--- src/rtl/uart_tx_dev.sv ---
// Bridge-attached 8N1 UART transmitter: a CPU-writable TX FIFO feeding a baud-rate serialiser,
// with STATUS/CTRL/DIV registers and a level interrupt raised when everything has drained.
module uart_tx_dev #(
    parameter int FIFO_DEPTH = 8,
    parameter int DIV_W      = 16,
    parameter int DIV_RST    = 433
) (
    input  logic        clk,
    input  logic        rst_n,
    input  logic [31:0] D,
    input  logic [1:0]  A,
    input  logic [3:0]  be,
    input  logic        we,
    output logic [31:0] Dout,
    output logic        tx,
    output logic        INT
);

    localparam int PTR_W = $clog2(FIFO_DEPTH);
    localparam int CNT_W = PTR_W + 1;

    localparam logic [PTR_W-1:0] PTR_ONE  = PTR_W'(1);
    localparam logic [CNT_W-1:0] CNT_ONE  = CNT_W'(1);
    localparam logic [CNT_W-1:0] CNT_FULL = CNT_W'(FIFO_DEPTH);
    localparam logic [DIV_W-1:0] DIV_ONE  = DIV_W'(1);
    localparam logic [DIV_W-1:0] DIV_INIT = DIV_W'(DIV_RST);

    localparam logic [1:0] A_TXDATA = 2'd0;
    localparam logic [1:0] A_STATUS = 2'd1;
    localparam logic [1:0] A_CTRL   = 2'd2;
    localparam logic [1:0] A_DIV    = 2'd3;

    typedef enum logic [1:0] {
        S_IDLE,
        S_START,
        S_DATA,
        S_STOP
    } state_t;

    // FIFO
    logic [7:0]       r_mem [FIFO_DEPTH];
    logic [PTR_W-1:0] r_wr_ptr;
    logic [PTR_W-1:0] r_rd_ptr;
    logic [CNT_W-1:0] r_count;

    // Registers
    logic             r_en;
    logic             r_ie;
    logic             r_ovf;
    logic             r_int;
    logic [DIV_W-1:0] r_div;

    // Serialiser
    state_t           r_state;
    logic [DIV_W-1:0] r_baud;
    logic [2:0]       r_bit_idx;
    logic [7:0]       r_shift;
    logic             r_tx;

    // Combinational
    state_t           w_state_nx;
    logic [DIV_W-1:0] w_baud_nx;
    logic [2:0]       w_bit_idx_nx;
    logic [7:0]       w_shift_nx;
    logic             w_tx_nx;
    logic             w_pop;
    logic             w_empty;
    logic             w_full;
    logic             w_busy;
    logic             w_push_req;
    logic             w_push;
    logic             w_ovf_evt;
    logic             w_ctrl_wr;
    logic             w_div_wr;
    logic [DIV_W-1:0] w_div_nx;
    logic             w_unused_d;

    assign w_empty    = (r_count == '0);
    assign w_full     = (r_count == CNT_FULL);
    assign w_busy     = (r_state != S_IDLE);
    assign w_push_req = we && (A == A_TXDATA) && be[0];
    // A full FIFO still accepts a byte when the serialiser frees a slot on the same edge.
    assign w_push     = w_push_req && (!w_full || w_pop);
    assign w_ovf_evt  = w_push_req && w_full && !w_pop;
    assign w_ctrl_wr  = we && (A == A_CTRL) && be[0];
    assign w_div_wr   = we && (A == A_DIV);
    assign w_unused_d = ^D;

    // NOTE: storage has no reset; only pointers and count define FIFO contents.
    always_ff @(posedge clk) begin
        if (w_push) begin
            r_mem[r_wr_ptr] <= D[7:0];
        end
    end

    // NOTE: all sequential state uses non-blocking assignments so every flop samples pre-edge values.
    always_ff @(posedge clk or negedge rst_n) begin
        if (!rst_n) begin
            r_wr_ptr <= '0;
            r_rd_ptr <= '0;
            r_count  <= '0;
        end else begin
            if (w_push) begin
                r_wr_ptr <= r_wr_ptr + PTR_ONE;
            end
            if (w_pop) begin
                r_rd_ptr <= r_rd_ptr + PTR_ONE;
            end
            case ({w_push, w_pop})
                2'b10:   r_count <= r_count + CNT_ONE;
                2'b01:   r_count <= r_count - CNT_ONE;
                default: r_count <= r_count;
            endcase
        end
    end

    always_comb begin
        w_div_nx = r_div;
        if (w_div_wr) begin
            for (int i = 0; i < DIV_W; i++) begin
                if (be[i/8]) begin
                    w_div_nx[i] = D[i];
                end
            end
        end
    end

    always_ff @(posedge clk or negedge rst_n) begin
        if (!rst_n) begin
            r_en  <= 1'b0;
            r_ie  <= 1'b0;
            r_ovf <= 1'b0;
            r_div <= DIV_INIT;
            r_int <= 1'b0;
        end else begin
            if (w_ctrl_wr) begin
                r_en <= D[0];
                r_ie <= D[1];
            end
            // An overflow on the same edge as a clear leaves the flag set.
            if (w_ovf_evt) begin
                r_ovf <= 1'b1;
            end else if (w_ctrl_wr && D[2]) begin
                r_ovf <= 1'b0;
            end
            r_div <= w_div_nx;
            r_int <= r_ie && w_empty && (r_state == S_IDLE);
        end
    end

    // NOTE: every output of this block gets a default first, so no path can infer a latch.
    always_comb begin
        w_state_nx   = r_state;
        w_baud_nx    = r_baud;
        w_bit_idx_nx = r_bit_idx;
        w_shift_nx   = r_shift;
        w_pop        = 1'b0;
        w_tx_nx      = 1'b1;
        case (r_state)
            S_IDLE: begin
                if (r_en && !w_empty) begin
                    w_pop      = 1'b1;
                    w_shift_nx = r_mem[r_rd_ptr];
                    w_baud_nx  = r_div;
                    w_state_nx = S_START;
                end
            end
            S_START: begin
                if (r_baud == '0) begin
                    w_state_nx   = S_DATA;
                    w_bit_idx_nx = '0;
                    w_baud_nx    = r_div;
                end else begin
                    w_baud_nx = r_baud - DIV_ONE;
                end
            end
            S_DATA: begin
                if (r_baud == '0) begin
                    w_baud_nx = r_div;
                    if (r_bit_idx == 3'd7) begin
                        w_state_nx = S_STOP;
                    end else begin
                        w_shift_nx   = {1'b0, r_shift[7:1]};
                        w_bit_idx_nx = r_bit_idx + 3'd1;
                    end
                end else begin
                    w_baud_nx = r_baud - DIV_ONE;
                end
            end
            S_STOP: begin
                if (r_baud == '0) begin
                    // Chain straight into the next frame when data is waiting.
                    if (r_en && !w_empty) begin
                        w_pop      = 1'b1;
                        w_shift_nx = r_mem[r_rd_ptr];
                        w_baud_nx  = r_div;
                        w_state_nx = S_START;
                    end else begin
                        w_state_nx = S_IDLE;
                    end
                end else begin
                    w_baud_nx = r_baud - DIV_ONE;
                end
            end
            default: w_state_nx = S_IDLE;
        endcase

        if (w_state_nx == S_START) begin
            w_tx_nx = 1'b0;
        end else if (w_state_nx == S_DATA) begin
            w_tx_nx = w_shift_nx[0];
        end
    end

    always_ff @(posedge clk or negedge rst_n) begin
        if (!rst_n) begin
            r_state   <= S_IDLE;
            r_baud    <= '0;
            r_bit_idx <= '0;
            r_shift   <= '0;
            r_tx      <= 1'b1;
        end else begin
            r_state   <= w_state_nx;
            r_baud    <= w_baud_nx;
            r_bit_idx <= w_bit_idx_nx;
            r_shift   <= w_shift_nx;
            r_tx      <= w_tx_nx;
        end
    end

    always_comb begin
        Dout = '0;
        case (A)
            A_STATUS: Dout = {16'b0, 8'(r_count), 4'b0, r_ovf, w_busy, w_empty, w_full};
            A_CTRL:   Dout = {30'b0, r_ie, r_en};
            A_DIV:    Dout = 32'(r_div);
            default:  Dout = '0;
        endcase
    end

    assign tx  = r_tx;
    assign INT = r_int;

endmodule

--- config.mk ---
export PLATFORM = sky130hd
export DESIGN_NAME = uart_tx_dev
export DESIGN_NICKNAME = d
export VERILOG_FILES = /design/src/rtl/uart_tx_dev.sv
export SDC_FILE = /design/constraint.sdc
export NUM_CORES = 1
export LEC_CHECK = 0
export ABC_CLOCK_PERIOD_IN_PS = 3700
export CORE_MARGIN = 1.5
export CORE_UTILIZATION = 35
export DETAILED_ROUTE_END_ITERATION = 10
export DONT_BUFFER_PORTS = 1
export HOLD_SLACK_MARGIN = 0.03
export PLACE_DENSITY = 0.58
export SKIP_LAST_GASP = 1
export SYNTH_ARGS = -nofsm -noshare
export SYNTH_HDL_FRONTEND = slang
export SYNTH_SLANG_ARGS = --single-unit
--- constraint.sdc ---
create_clock -name clk -period 3.7 [get_ports clk]
set_input_delay 0.74 -clock clk [delete_from_list [all_inputs] [get_ports clk]]
set_output_delay 0.74 -clock clk [all_outputs]
set_load 0.05 [all_outputs]
==> results of run 1 <==
-- registers in the layout, summed over array words and instances (netlist names), 2 cells and up --
name	count
r_baud	16
r_bit_idx	3
r_count	4
r_div	16
r_mem	64
r_rd_ptr	3
r_shift	8
r_state	2
r_wr_ptr	3
-- cells in the mapped netlist, types with 4 or more instances --
master,number,area (sq um)
mux2_2,20,225.2
nand3_1,5,25.02
a22o_1,5,43.79
ha_1,11,137.6
a221o_1,6,60.06
nor3_1,15,75.07
xnor2_1,4,35.03
nor2b_1,7,43.79
buf_4,16,120.1
inv_1,9,33.78
nand4_1,4,25.02
o22ai_1,9,56.30
nand2b_1,5,31.28
clkbuf_1,12,45.04
mux4_2,16,360.4
mux2i_1,17,170.2
nor4_1,5,31.28
and3_1,8,50.05
nor2_1,25,93.84
dfstp_2,6,157.7
nand2_1,39,146.4
xor2_1,7,61.31
dfrtp_1,54,1351
edfxtp_1,64,1922
a21oi_1,13,65.06
o21ai_0,20,100.1
o21ai_1,7,35.03
-- power breakdown --
group / switching, uW / internal (uW)
clock network: 589 / 1140
registers: 384 / 1710
logic: 1160 / 827
total: 2140 / 3680
-- area by class of cell --
| type | instances | area [sq um] | share of cell area |
|---|---|---|---|
| repair buffers | 15 | 132.6 | 0.01903 |
| clock buffers | 21 | 450.4 | 0.06463 |
| flip-flops and latches | 124 | 3431 | 0.4923 |
| inverters | 9 | 33.78 | 0.004847 |
| well taps | 225 | 281.5 | 0.04039 |
| clock inverters | 11 | 167.7 | 0.02406 |
| multi-input cells | 316 | 2472 | 0.3548 |
-- cell families (layout without fill, tap and decap cells) --
logic type	Yosys count	in the layout	share of synthesized area
DFF	124	124	0.5619
adders and majority gates	11	11	0.02254
other	1	16	0.0006142
xor gates and xnor gates	11	11	0.01578
and+or+nand+nor	136	136	0.1252
muxes	54	54	0.1256
AOI/OAI and AO/OA	88	88	0.1059
buffers and inverters	46	56	0.04242
-- layer usage --
layer | GRT usage | vias up | part of all wire
li1 | - | 1787 | -
met1 | 0.1975 | 2019 | 0.43
met2 | 0.2455 | 141 | 0.50
met3 | 0.03303 | 24 | 0.050
met4 | 0.08124 | 0 | 0.022
met5 | 0 | - | 0
-- what timing repair did --
action / in CTS / in global routing
setup endpoints to repair: 0 / 0
gates resized for setup: 0 / 0
hold endpoints to repair: 54 / 0
hold buffers: 1 / 0
-- worst max-delay path: stages, from the launching register on --
cell      delay (ns)
dfrtp_1         0.40
inv_1           0.09
ha_1            0.21
nor4b_2         0.54
a41oi_4         0.39
nor3_4          0.37
o21a_1          0.30
nand2b_1        0.15
nor3_1          0.17
buf_4           0.22
-- worst min-delay path by stage --
stage / slack [ns] / startpoint / endpoint / cells after the start
2_1_floorplan: 0.44 / rst_n / INT$_DFF_PN0_ / 0
3_3_place_gp: 0.45 / rst_n / INT$_DFF_PN0_ / 0
3_5_place_dp: 0.45 / rst_n / r_div[9]$_DFFE_PN0P_ / 0
4_1_cts: 0.15 / rst_n / r_div[7]$_DFFE_PN1P_ / 0
5_1_grt: 0.15 / rst_n / r_div[0]$_DFFE_PN1P_ / 0
6_report: 0.16 / rst_n / r_div[8]$_DFFE_PN1P_ / 0
-- per-stage QoR --
stage / util / instance area, sq um
floorplan: - / 6162
global placement: 0.3682 / 6324
detailed placement: 0.3682 / 6324
CTS: 0.4057 / 6969
global route: 0.4057 / 6969
finish: 0.4057 / 6969
==> run_results.csv, run 1 <==
group,metric,value,unit
run_status,outcome,"complete, no violations",
logic_synthesis,ys.flop_type,"edfxtp_1",
floorplanning,core_area,0.01718,sq mm
floorplanning,io_pins,75,
layout,area.growth.synth_to_final,14.14,%
logic_synthesis,synth_edf_count,64,
worst_setup_path,crit_path_start,"r_baud[0]$_DFF_PN0_",
sta,rsz0062_at_grt,"no",
drt,drt-total-wl,13.28,mm
sta,whs,0.1622,ns
worst_setup_path,critical_path.endpoint,"r_mem[0][5]$_DFFE_PP_",
power_and_ir_drop,p_per_area,834.0,mW/mm^2
worst_setup_path,cp-end-kind,"flop",
sta,finalCritPeriodShare,0.8497,
global_route,grt_usage,0.1541,
cts,cts_buffers,17,
sta,drv_slew,0,
job,max_cap_viol_count,0,
logic_synthesis,ys_types,67,
worst_setup_path,start_kind,"flop",
global_route,grt_pass1_vias,3817,
logic_synthesis,synth_area,0.006106,sq mm
global_route,grt_pass1_wl,20.89,mm
layout,n_antenna_cell,0,
worst_setup_path,reg2reg_from,"r_baud[0]$_DFF_PN0_",
cts,clkSinkCount,124,
layout,instances_no_fill,721,
drt,ant_nets,0,
global_route,overflow,0,
place,place_ws,0.5733,ns
cts,cts_max_path_buffers,2,
floorplanning,start_util,0.3555,
worst_setup_path,worstPathMaxFanout,10,
layout,fillers,1616,
worst_setup_path,critPathArrivalTime,3.27,ns
worst_setup_path,crit_required,3.82,ns
floorplanning,rows,48,
global_route,antenna_found_initial,0,
power_and_ir_drop,ir_drop,0.3929,mV
min_path,hp-class,"in -> async",
layout,final_cell_mix,"64 x edfxtp_1, 54 x dfrtp_1, 39 x nand2_1",
power_and_ir_drop,p_leak,0.002680,uW
layout,layout_commonest_cell,"edfxtp_1",
drt,via_per_inst,5.508,
place,globalplace.congestion,0.8639,
floorplanning,die_w,135.1,um
logic_synthesis,async_flop_share,0.4839,
floorplanning,die_h,135.1,um
logic_synthesis,yosys_warnings,0,
layout,nNetsFinal,535,
sta,max_freq,0.3181,GHz
drt,vias,3971,
global_route,grt_max_degree,55,
drt,drt_pre_antenna_iters,5,
sta,tns,0,ns
logic_synthesis,yosysSeqAreaShare,0.5619,
logic_synthesis,syn_area_per_cell,12.96,sq um
logic_synthesis,synth_seq_cells,124,
sta,hold_viol,0,
floorplanning,die_area,0.01825,sq mm
power_and_ir_drop,totalPowerFinal,5812,uW
cts,cts_tree,"yes",
sta,tightest_slew,0.9722,ns
sta,setup_violations,0,
cts,clock_latency,0.42,ns
sta,finalCriticalPeriod,3.144,ns
cts,cts_root_buf,"clkbuf_16",
cts,clk_pin_slew,0.05,ns
cts,htree_num_levels,4,
worst_setup_path,rr_worst_depth,9,
worst_setup_path,worstSetupPathType,"reg -> reg",
place,numPlacedInstances,688,
worst_setup_path,r2r-end,"r_mem[0][5]$_DFFE_PP_",
place,hpwl,8.955,mm
drt,drtIter0Drc,279,
place,port_buffers,0,
sta,setup_slack,0.5563,ns
sta,slew_headroom,0.3505,
worst_setup_path,reg2reg_slack,0.56,ns
drt,post_drt_wl_per_cell,18.42,um
layout,layout-drive-gt1-share,0.2097,
cts,post_cts.repair.setup_buffers,0,
logic_synthesis,synth_cells,471,
sta,skew,0.008737,ns
drt,drcViolationCount,0,
Power figures use the tool's default switching activity.
==> inputs of run 2 (changes only) <==
--- a/config.mk
+++ b/config.mk
@@ -5,7 +5,7 @@
 export SDC_FILE = /design/constraint.sdc
 export NUM_CORES = 1
 export LEC_CHECK = 0
-export ABC_CLOCK_PERIOD_IN_PS = 3700
+export ABC_CLOCK_PERIOD_IN_PS = 3200
 export CORE_MARGIN = 1.5
 export CORE_UTILIZATION = 35
 export DETAILED_ROUTE_END_ITERATION = 10
==> constraint.sdc (replaced) <==
create_clock -name clk -period 3.2 [get_ports clk]
set_input_delay 0.64 -clock clk [delete_from_list [all_inputs] [get_ports clk]]
set_output_delay 0.64 -clock clk [all_outputs]
set_load 0.05 [all_outputs]
==> run 2 against run 1 <==
Compared with the run above:
- flip-flop and latch count stayed put
- non-clock buffer count grew 15
- global-route usage is essentially flat
==> run_results.csv, run 2 (synthesis results as in run 1) <==
group,metric,value,unit
run_status,outcome,"complete, no violations",
global_route,grt_pass1_wl,21.21,mm
cts,htree_num_levels,4,
global_route,grtUsageMet1,0.1993,
layout,nNetsFinal,550,
sta,finalCriticalPeriod,2.882,ns
sta,slew_headroom,0.4772,
global_route,grt_usage,0.1536,
sta,tightest_slew,0.7842,ns
power_and_ir_drop,totalPowerFinal,6839,uW
global_route,grt_max_degree,55,
layout,final_cell_mix,"64 x edfxtp_1, 54 x dfrtp_1, 39 x nand2_1",
layout,fillers,1594,
power_and_ir_drop,p_per_area,966.6,mW/mm^2
worst_setup_path,worstSetupPathType,"reg -> reg",
sta,tns,0,ns
power_and_ir_drop,p_leak,0.002751,uW
drt,via_per_inst,5.420,
sta,max_freq,0.3470,GHz
cts,clkSinkCount,124,
drt,drt-total-wl,13.44,mm
global_route,antenna_found_initial,0,
min_path,hp-class,"in -> async",
sta,rsz0062_at_grt,"no",
layout,layout_commonest_cell,"edfxtp_1",
sta,hold_viol,0,
floorplanning,die_w,135.1,um
worst_setup_path,cp-end-kind,"flop",
cts,cts_max_path_buffers,2,
global_route,met2_usage,0.2489,
layout,layout-drive-gt1-share,0.2368,
worst_setup_path,path_cells,"ha_1 > nor4b_1 > a41oi_4 > or4_4 > xnor2_1 > ha_1 > nand2_1 > nor3_1 > o21ai_0 > o31ai_1",
global_route,use_met3,0.03904,
cts,clk_pin_slew,0.06,ns
layout,area.growth.synth_to_final,15.88,%
sta,skew,0.01025,ns
floorplanning,die_h,135.1,um
place,port_buffers,0,
worst_setup_path,crit_required,3.49,ns
place,hpwl,9.250,mm
floorplanning,core_area,0.01718,sq mm
cts,cts_buffers,17,
floorplanning,start_util,0.3555,
cts,post_cts.repair.setup_buffers,0,
floorplanning,die_area,0.01825,sq mm
job,max_cap_viol_count,0,
floorplanning,io_pins,75,
worst_setup_path,worstPathMaxFanout,5,
place,globalplace.congestion,0.8675,
drt,drtIter0Drc,210,
drt,vias,3989,
worst_setup_path,start_kind,"flop",
sta,setup_violations,0,
floorplanning,rows,48,
layout,largest-register,"r_mem",
sta,drv_slew,0,
drt,drt_pre_antenna_iters,5,
sta,finalCritPeriodShare,0.9006,
power_and_ir_drop,ir_drop,0.4643,mV
layout,largest_reg_flops,64,
cts,cts_root_buf,"clkbuf_16",
drt,post_drt_wl_per_cell,18.26,um
worst_setup_path,crit_top_cell,"ha_1",
global_route,busiest_layer,"met2",
worst_setup_path,cp_slowest_cell,"nor4b_1",
worst_setup_path,critPathArrivalTime,3.17,ns
global_route,grt_pass1_vias,3926,
drt,drcViolationCount,0,
cts,cts_tree,"yes",
worst_setup_path,slowest_delay,0.59,ns
cts,clock_latency,0.42,ns
layout,reg_top3,"r_mem x64, r_baud x16, r_div x16",
global_route,overflow,0,
drt,ant_nets,0,
layout,n_antenna_cell,0,
## run 2: timing repair
| action | CTS | global route |
|---|---|---|
| hold endpoints to repair | 54 | 0 |
| hold buffers | 1 | 0 |
| resized for setup | 0 | 0 |
## run 2: worst paths after layout
kind,slack [ns],cells after the start,endpoint,startpoint
max in group asynchronous,2.87,1,r_bit_idx[1]$_DFFE_PN0P_,rst_n
worst max-delay path,0.32,10,r_count[2]$_DFFE_PN0P_,r_state[1]$_DFF_PN0_
worst min register to register,0.48,2,r_shift[4]$_DFFE_PN0P_,r_shift[5]$_DFFE_PN0P_
worst max register to register,0.32,10,r_count[2]$_DFFE_PN0P_,r_state[1]$_DFF_PN0_
min in group clk,0.32,0,r_mem[6][2]$_DFFE_PP_,D[2]
worst min-delay path,0.06,0,r_div[8]$_DFFE_PN1P_,rst_n
## run 2: layer usage
metal	vias up	wire length [um]	share of wire
met4	0	203	0.015
li1	1830	-	-
met5	-	0	0
met1	2030	5924	0.44
met2	112	6670	0.50
met3	17	637	0.047
## run 2: cell type report
class / count / area, sq um / share of cell area
Timing Repair Buffer: 30 / 245.2 / 0.03466
Inverter: 9 / 33.78 / 0.004775
Clock buffer: 18 / 429.2 / 0.06065
Clock inverter: 14 / 182.7 / 0.02582
Sequential cell: 124 / 3431 / 0.4849
Tap cell: 225 / 281.5 / 0.03979
Multi-Input combinational cell: 316 / 2472 / 0.3494
## run 2: power breakdown
group,internal [uW],switching [uW]
logic,1050,1380
registers,1970,453
clock network,1240,742
## run 2: worst max-delay path: cells and delay by family (launching register included)
kind	cells	cell delay, ns
flip-flops	1	0.43
AND/OR/NAND/NOR	4	1.28
AO/OA/AOI/OAI	3	0.46
adder cells (fa/ha/maj)	2	0.43
XOR/XNOR	1	0.16
## run 2: metrics by stage
step | cell area [sq um] | utilization | hold WS [ns] | setup slack [ns] | instances
detailed placement | 6436 | 0.3747 | 0.3458 | 0.3476 | 703
floorplan | 6162 | - | 0.3444 | 0.09594 | 486
global placement | 6436 | 0.3747 | 0.3456 | 0.4379 | 703
global route | 7076 | 0.4119 | 0.04036 | 0.1602 | 736
CTS | 7076 | 0.4119 | 0.04238 | 0.3147 | 736
finish | 7076 | 0.4119 | 0.06358 | 0.3180 | 736
